==> config.mk <==
export PLATFORM = sky130hd
export DESIGN_NAME = uart_reg_arbiter_flat
export DESIGN_NICKNAME = d
export VERILOG_FILES = /design/src/rtl/uart_pkg.sv /design/src/rtl/uart_reg_arbiter_if.sv /design/src/rtl/uart_reg_arbiter_rr_arb2.sv /design/src/rtl/uart_reg_arbiter.sv /design/src/flat_wrapper.sv
export SDC_FILE = /design/constraint.sdc
export NUM_CORES = 1
export LEC_CHECK = 0
export BUFFER_PORTS_ARGS = -buffer_cell sky130_fd_sc_hd__buf_2
export CAP_MARGIN = 15
export CORE_MARGIN = 1.5
export CORE_UTILIZATION = 54
export CTS_BUF_LIST = sky130_fd_sc_hd__clkbuf_4 sky130_fd_sc_hd__clkbuf_8 sky130_fd_sc_hd__clkbuf_16
export CTS_CLUSTER_DIAMETER = 40
export DETAILED_ROUTE_END_ITERATION = 7
export GPL_TIMING_DRIVEN = 0
export HOLD_SLACK_MARGIN = 0.02
export PLACE_DENSITY = 0.86
export SLEW_MARGIN = 20
export SYNTH_ARGS = -nofsm -noshare
export SYNTH_HDL_FRONTEND = slang
export SYNTH_SLANG_ARGS = --single-unit
==> constraint.sdc <==
create_clock -name clk_33M -period 4.2 [get_ports clk_33M]
set_input_delay 0 -clock clk_33M [delete_from_list [all_inputs] [get_ports clk_33M]]
set_output_delay 0 -clock clk_33M [all_outputs]
set_load 0.03 [all_outputs]
==> src/rtl/uart_pkg.sv <==
// Shared UART register map, LSR status bits, and the register-arbiter FSM encodings and types.
package uart_pkg;
  localparam logic [2:0] UART_RX  = 3'd0;
  localparam logic [2:0] UART_TX  = 3'd0;
  localparam logic [2:0] UART_IER = 3'd1;
  localparam logic [2:0] UART_FCR = 3'd2;
  localparam logic [2:0] UART_LCR = 3'd3;
  localparam logic [2:0] UART_MCR = 3'd4;
  localparam logic [2:0] UART_LSR = 3'd5;
  localparam logic [2:0] UART_MSR = 3'd6;
  localparam logic [2:0] UART_SCR = 3'd7;
  // Divisor latches overlay RX/TX and IER while LCR.DLAB is set
  localparam logic [2:0] UART_DLL = 3'd0;
  localparam logic [2:0] UART_DLM = 3'd1;

  localparam int LSR_DR   = 0;
  localparam int LSR_THRE = 5;

  localparam logic [2:0] ST_IDLE    = 3'd0;
  localparam logic [2:0] ST_SETUP   = 3'd1;
  localparam logic [2:0] ST_STROBE  = 3'd2;
  localparam logic [2:0] ST_CAPTURE = 3'd3;
  localparam logic [2:0] ST_RELEASE = 3'd4;

  typedef struct packed {
    logic       owner;
    logic       we;
    logic [2:0] addr;
    logic [7:0] wdata;
  } acc_t;
endpackage

==> src/rtl/uart_reg_arbiter_if.sv <==
// Two requester ports plus the shared UART register bus; slave = arbiter side, master = requesters/UART.
interface uart_reg_arbiter_if;
  import uart_pkg::*;

  logic       req_valid_0, req_valid_1;
  logic       req_ready_0, req_ready_1;
  logic       req_we_0, req_we_1;
  logic [2:0] req_addr_0, req_addr_1;
  logic [7:0] req_wdata_0, req_wdata_1;
  logic       req_lock_0, req_lock_1;
  logic       rsp_valid_0, rsp_valid_1;
  logic [7:0] rsp_rdata_0, rsp_rdata_1;
  logic       uart_cs, uart_wr, uart_rd;
  logic [2:0] uart_a;
  logic [7:0] uart_din;
  logic [7:0] uart_dout;
  logic       busy;

  modport slave (
    input  req_valid_0, req_valid_1, req_we_0, req_we_1, req_addr_0, req_addr_1,
           req_wdata_0, req_wdata_1, req_lock_0, req_lock_1, uart_dout,
    output req_ready_0, req_ready_1, rsp_valid_0, rsp_valid_1, rsp_rdata_0, rsp_rdata_1,
           uart_cs, uart_wr, uart_rd, uart_a, uart_din, busy
  );

  modport master (
    output req_valid_0, req_valid_1, req_we_0, req_we_1, req_addr_0, req_addr_1,
           req_wdata_0, req_wdata_1, req_lock_0, req_lock_1, uart_dout,
    input  req_ready_0, req_ready_1, rsp_valid_0, rsp_valid_1, rsp_rdata_0, rsp_rdata_1,
           uart_cs, uart_wr, uart_rd, uart_a, uart_din, busy
  );
endinterface

==> src/rtl/uart_reg_arbiter_rr_arb2.sv <==
// Two-way round-robin selector, combinational grant while enabled; a grant carrying
// lock pins selection to that requester until it is granted again without lock.
module rr_arb2
  import uart_pkg::*;
(
  input  logic       clk_33M,
  input  logic       rstn,
  input  logic       en,
  input  logic [1:0] req,
  input  logic       lock,
  output logic [1:0] gnt,
  output logic       locked
);
  logic last;

  // last starts at 1 so requester 0 wins the first contention
  always_comb begin
    gnt = 2'b00;
    if (en) begin
      if (locked)     gnt[last]  = req[last];
      else if (&req)  gnt[~last] = 1'b1;
      else            gnt        = req;
    end
  end

  always_ff @(posedge clk_33M or negedge rstn) begin
    if (!rstn) begin
      last   <= 1'b1;
      locked <= 1'b0;
    end else if (|gnt) begin
      last   <= gnt[1];
      locked <= lock;
    end
  end
endmodule

==> src/rtl/uart_reg_arbiter.sv <==
// Arbitrates two requesters onto one UART register bus. Write: rsp 3 cycles after handshake;
// read: 3+RD_CAPTURE. req_ready only in IDLE for the selected requester; the other stalls.
module uart_reg_arbiter
  import uart_pkg::*;
#(
  parameter int RD_CAPTURE = 1
) (
  input logic               clk_33M,
  input logic               rstn,
  uart_reg_arbiter_if.slave bus
);
  logic [2:0] state;
  acc_t       acc;
  logic [1:0] cap_cnt;
  logic [7:0] rdata;
  logic [1:0] gnt;
  logic       locked, sel_lock, idle, rel;

  assign idle     = (state == ST_IDLE);
  assign rel      = (state == ST_RELEASE);
  assign sel_lock = gnt[1] ? bus.req_lock_1 : bus.req_lock_0;

  rr_arb2 u_arb (
    .clk_33M (clk_33M),
    .rstn    (rstn),
    .en      (idle),
    .req     ({bus.req_valid_1, bus.req_valid_0}),
    .lock    (sel_lock),
    .gnt     (gnt),
    .locked  (locked)
  );

  always_ff @(posedge clk_33M or negedge rstn) begin
    if (!rstn) begin
      state   <= ST_IDLE;
      acc     <= '0;
      cap_cnt <= '0;
      rdata   <= '0;
    end else begin
      case (state)
        ST_IDLE: if (|gnt) begin
          acc.owner <= gnt[1];
          acc.we    <= gnt[1] ? bus.req_we_1    : bus.req_we_0;
          acc.addr  <= gnt[1] ? bus.req_addr_1  : bus.req_addr_0;
          acc.wdata <= gnt[1] ? bus.req_wdata_1 : bus.req_wdata_0;
          state     <= ST_SETUP;
        end
        ST_SETUP:  state <= ST_STROBE;
        ST_STROBE: begin
          cap_cnt <= '0;
          state   <= acc.we ? ST_RELEASE : ST_CAPTURE;
        end
        ST_CAPTURE: begin
          if (cap_cnt == 2'(RD_CAPTURE - 1)) begin
            rdata <= bus.uart_dout;
            state <= ST_RELEASE;
          end else begin
            cap_cnt <= cap_cnt + 2'd1;
          end
        end
        ST_RELEASE: state <= ST_IDLE;
        default:    state <= ST_IDLE;
      endcase
    end
  end

  assign bus.req_ready_0 = gnt[0];
  assign bus.req_ready_1 = gnt[1];

  // Strobes decode straight from registered state so reset drops them without a clock
  assign bus.uart_cs  = (state == ST_SETUP) | (state == ST_STROBE) | (state == ST_CAPTURE);
  assign bus.uart_wr  = (state == ST_STROBE) & acc.we;
  assign bus.uart_rd  = ((state == ST_STROBE) | (state == ST_CAPTURE)) & ~acc.we;
  assign bus.uart_a   = acc.addr;
  assign bus.uart_din = acc.wdata;

  assign bus.rsp_valid_0 = rel & ~acc.owner;
  assign bus.rsp_valid_1 = rel &  acc.owner;
  assign bus.rsp_rdata_0 = (rel & ~acc.owner & ~acc.we) ? rdata : 8'h00;
  assign bus.rsp_rdata_1 = (rel &  acc.owner & ~acc.we) ? rdata : 8'h00;

  assign bus.busy = ~idle | locked;
endmodule

==> src/flat_wrapper.sv <==
// flat-port wrapper written by rule: the top's interface ports become plain ports
module uart_reg_arbiter_flat import uart_pkg::*;
#(
  parameter int RD_CAPTURE = 1
)
  (clk_33M, rstn, bus_req_valid_0, bus_req_valid_1, bus_req_we_0, bus_req_we_1, bus_req_addr_0, bus_req_addr_1, bus_req_wdata_0, bus_req_wdata_1, bus_req_lock_0, bus_req_lock_1, bus_uart_dout, bus_req_ready_0, bus_req_ready_1, bus_rsp_valid_0, bus_rsp_valid_1, bus_rsp_rdata_0, bus_rsp_rdata_1, bus_uart_cs, bus_uart_wr, bus_uart_rd, bus_uart_a, bus_uart_din, bus_busy);
  uart_reg_arbiter_if bus_i ();
  input logic clk_33M;
  input logic rstn;
  input wire logic [$bits(bus_i.req_valid_0)-1:0] bus_req_valid_0;
  input wire logic [$bits(bus_i.req_valid_1)-1:0] bus_req_valid_1;
  input wire logic [$bits(bus_i.req_we_0)-1:0] bus_req_we_0;
  input wire logic [$bits(bus_i.req_we_1)-1:0] bus_req_we_1;
  input wire logic [$bits(bus_i.req_addr_0)-1:0] bus_req_addr_0;
  input wire logic [$bits(bus_i.req_addr_1)-1:0] bus_req_addr_1;
  input wire logic [$bits(bus_i.req_wdata_0)-1:0] bus_req_wdata_0;
  input wire logic [$bits(bus_i.req_wdata_1)-1:0] bus_req_wdata_1;
  input wire logic [$bits(bus_i.req_lock_0)-1:0] bus_req_lock_0;
  input wire logic [$bits(bus_i.req_lock_1)-1:0] bus_req_lock_1;
  input wire logic [$bits(bus_i.uart_dout)-1:0] bus_uart_dout;
  output wire logic [$bits(bus_i.req_ready_0)-1:0] bus_req_ready_0;
  output wire logic [$bits(bus_i.req_ready_1)-1:0] bus_req_ready_1;
  output wire logic [$bits(bus_i.rsp_valid_0)-1:0] bus_rsp_valid_0;
  output wire logic [$bits(bus_i.rsp_valid_1)-1:0] bus_rsp_valid_1;
  output wire logic [$bits(bus_i.rsp_rdata_0)-1:0] bus_rsp_rdata_0;
  output wire logic [$bits(bus_i.rsp_rdata_1)-1:0] bus_rsp_rdata_1;
  output wire logic [$bits(bus_i.uart_cs)-1:0] bus_uart_cs;
  output wire logic [$bits(bus_i.uart_wr)-1:0] bus_uart_wr;
  output wire logic [$bits(bus_i.uart_rd)-1:0] bus_uart_rd;
  output wire logic [$bits(bus_i.uart_a)-1:0] bus_uart_a;
  output wire logic [$bits(bus_i.uart_din)-1:0] bus_uart_din;
  output wire logic [$bits(bus_i.busy)-1:0] bus_busy;
  assign bus_i.req_valid_0 = bus_req_valid_0;
  assign bus_i.req_valid_1 = bus_req_valid_1;
  assign bus_i.req_we_0 = bus_req_we_0;
  assign bus_i.req_we_1 = bus_req_we_1;
  assign bus_i.req_addr_0 = bus_req_addr_0;
  assign bus_i.req_addr_1 = bus_req_addr_1;
  assign bus_i.req_wdata_0 = bus_req_wdata_0;
  assign bus_i.req_wdata_1 = bus_req_wdata_1;
  assign bus_i.req_lock_0 = bus_req_lock_0;
  assign bus_i.req_lock_1 = bus_req_lock_1;
  assign bus_i.uart_dout = bus_uart_dout;
  assign bus_req_ready_0 = bus_i.req_ready_0;
  assign bus_req_ready_1 = bus_i.req_ready_1;
  assign bus_rsp_valid_0 = bus_i.rsp_valid_0;
  assign bus_rsp_valid_1 = bus_i.rsp_valid_1;
  assign bus_rsp_rdata_0 = bus_i.rsp_rdata_0;
  assign bus_rsp_rdata_1 = bus_i.rsp_rdata_1;
  assign bus_uart_cs = bus_i.uart_cs;
  assign bus_uart_wr = bus_i.uart_wr;
  assign bus_uart_rd = bus_i.uart_rd;
  assign bus_uart_a = bus_i.uart_a;
  assign bus_uart_din = bus_i.uart_din;
  assign bus_busy = bus_i.busy;
  uart_reg_arbiter #(.RD_CAPTURE(RD_CAPTURE)) u_core (.clk_33M(clk_33M), .rstn(rstn), .bus(bus_i));
endmodule
==> metrics <==
outcome=complete, no violations; M3 GR Usage=under 10%; # diodes=0; FP Rows=21; GR Util met1=between 30% and 40%; final wirelength=between 5000 and 6000 um; PostCTS Resize Cnt=0; grt total ovfl=0; Yosys Warn Count=0; layout cell share with drive strength beyond 1=between 30% and 40%; asr flop ratio synth=100%; worst min-delay path category=input port to flip-flop; Setup crit end=u_core.bus.uart_din[4]; Finish-stage setup viols=0; crit end category=flip-flop; Core Area=3440 um^2; synthesized area=2010 um^2; Worst-path clk slew=0.09 ns; fin crit share=51.1%; clk root buf=clkbuf_8; Seq/Total Area, Yosys=34.9%; Reg-to-Reg End=u_core.bus.uart_din[4]; CTS tree=built; post-DP HPWL=3750 um; largest net degree at the start of global routing=29; M2 GR Usage=45.4%; initial antenna violation count=0; H-tree levels=1; Tot GR Track Use=26.4%; Worst IR Drop VDD=349 uV; reg2reg start=u_core.u_arb.last; drt wl/cell=approximately 14 um; first-pass GRT wire length=8680 um; Clock Path Buffers=2; ANT nets after route=0; die area=4100 um^2; Worst-Skew Late Latency=0.27 ns; Starting Density=between 50% and 60%; Worst Reg2Reg Path Length in Cells=6; fin nets=374; TritonRoute pass-1 iters=4; Residual DRC=0; Die Height=64 um; worst endpoint required time=around 4.4 ns; post-layout minimum cycle time=2.15 ns; DR iter-0 viols=150; worst rel slew slack=51.3%; max-slew violations=0; setup TNS=0 ns; Post-synth EDFFs=0; Final Hold Viols=0; Cell variety after synth=33; Synth Flop Type=dfrtp_1; Worst-Margin Slew=0.725 ns; P_leak=1.24 nW; Top Ports=73; IO Port Bufs=72; max-cap check violation count=0; GPL Wtd Cong=0.874; pwr dens=691 nW/um^2; Num CTS Buffers=3; CTS Sinks=28; Avg Cell Area, Syn=8.10 um^2; Reg2Reg Setup Slack=2.05 ns; cell count after synthesis=roughly 250; total power=~1.8 mW; vias in the first global route=1941; Die Width=64 um; CP arrival=2.31 ns; Via density=5.42; via count=2058; RSZ-0062 raised after global routing=no; count of state elements after synthesis=28; clk_skew=0.00597 ns; CP Launch Type=flip-flop; crit-path max FO=10; Layout area overhead=29.3%; Top Usage Layer GRT=met2; Max Freq=466 MHz; critical path startpoint=u_core.u_arb.last; WS Path Type=flip-flop to flip-flop; syn_nets=around 290
-- registers in the layout (all words and copies together) (netlist names) --
name,cells
u_core.acc,2
u_core.rdata,8
u_core.state,3
u_core.bus.uart_din,8
u_core.u_arb.locked,1
u_core.cap_cnt,2
u_core.bus.uart_a,3
u_core.u_arb.last,1
-- placed cells by master, fill, tap and decap left out, types with 11 or more instances in the layout --
cell type  Yosys  layout
buf_2          2      74
nor2_1        34      34
dfrtp_1       27      27
nand2_1       21      21
nand2b_1      18      18
and2_1        17      17
nor3_1        15      15
a21oi_1       15      15
or3_1         13      13
o21a_1        13      13
o41ai_1       13      13
buf_4         12      12
clkbuf_1      11      11
-- power breakdown --
part | internal, mW | total (mW) | switching, mW
Clock | 0.128 | 0.212 | 0.0848
Sequential | 0.399 | 0.485 | 0.0857
Combinational | 0.425 | 1.10 | 0.674
-- cell usage after synthesis (2+ instances only) --
| master | n | area, um^2 |
|---|---|---|
| mux2_2 | 9 | 101 |
| nor3b_1 | 2 | 15.0 |
| buf_1 | 2 | 7.51 |
| buf_2 | 2 | 10.0 |
| nor3_1 | 15 | 75.1 |
| and2_1 | 17 | 106 |
| o21a_1 | 13 | 97.6 |
| and3_1 | 2 | 12.5 |
| or3_1 | 13 | 81.3 |
| nand2b_1 | 18 | 113 |
| a21oi_1 | 15 | 75.1 |
| nor2_1 | 34 | 128 |
| clkbuf_1 | 11 | 41.3 |
| nor2b_1 | 3 | 18.8 |
| buf_4 | 12 | 90.1 |
| nand2_1 | 21 | 78.8 |
| inv_1 | 4 | 15.0 |
| buf_6 | 2 | 22.5 |
| o41ai_1 | 13 | 114 |
| dfrtp_1 | 27 | 676 |
-- cell families after synthesis --
| kind of cell | Yosys count | synth area share [%] |
|---|---|---|
| and+or+nand+nor | 127 | 32.0 |
| AOI/OAI and AO/OA | 49 | 17.6 |
| buffers and inverters | 33 | 9.28 |
| DFF | 28 | 34.9 |
| muxes | 10 | 5.54 |
| adders and majority gates | 1 | 0.623 |
-- per-layer routing --
| metal | vias up | wire length, um |
|---|---|---|
| met5 | - | 0 |
| met4 | 0 | 58 |
| met3 | 9 | 397 |
| met2 | 85 | 2660 |
| met1 | 943 | 2180 |
| li1 | 1021 | - |
-- final cells by class --
| type | count | area (um^2) |
|---|---|---|
| fill | 263 | 843 |
| clock buffer | 3 | 41.3 |
| inverter | 4 | 15.0 |
| buffer | 29 | 171 |
| timing repair buffer | 82 | 460 |
| multi-input combinational | 187 | 1120 |
| clock inverter | 1 | 30.0 |
| sequential | 28 | 702 |
| tap | 46 | 57.6 |
-- what timing repair did --
action | in CTS | in global routing
hold buffers | 10 | 0
endpoints found under the hold margin | 36 | 0
setup buffers | 0 | 0
-- stage by stage --
stage / setup WS [ns] / util (%) / std cells / cell area (um^2) / hold slack (ns)
6_report: 2.05 / 75.5 / 380 / 2600 / 0.0299
4_1_cts: 2.05 / 75.5 / 380 / 2600 / 0.0213
3_3_place_gp: 2.10 / 70.5 / 366 / 2430 / 0.0550
3_5_place_dp: 2.08 / 70.5 / 366 / 2430 / 0.0491
2_1_floorplan: 2.10 / - / 248 / 2010 / -0.296
5_1_grt: 1.85 / 75.5 / 380 / 2600 / 0.0351
-- critical path, stage by stage, from the launching register on --
cell and delay [ns]:
dfstp_2 0.53, clkbuf_1 0.22, a21boi_0 0.16, o221ai_2 0.45, clkbuf_1 0.48, nand2_1 0.12, o41ai_1 0.08
-- worst min-delay path by stage --
stage,startpoint,cells past startpoint,to
4_1_cts,bus_req_valid_0,2,u_core.acc[12]
2_1_floorplan,rstn,0,u_core.acc[11]
3_3_place_gp,rstn,1,u_core.rdata[0]
3_5_place_dp,rstn,1,u_core.rdata[1]
5_1_grt,bus_req_addr_0[1],3,u_core.bus.uart_a[1]
6_report,bus_req_addr_0[0],3,u_core.bus.uart_a[0]
No activity file was read; power rests on OpenSTA's default activity.
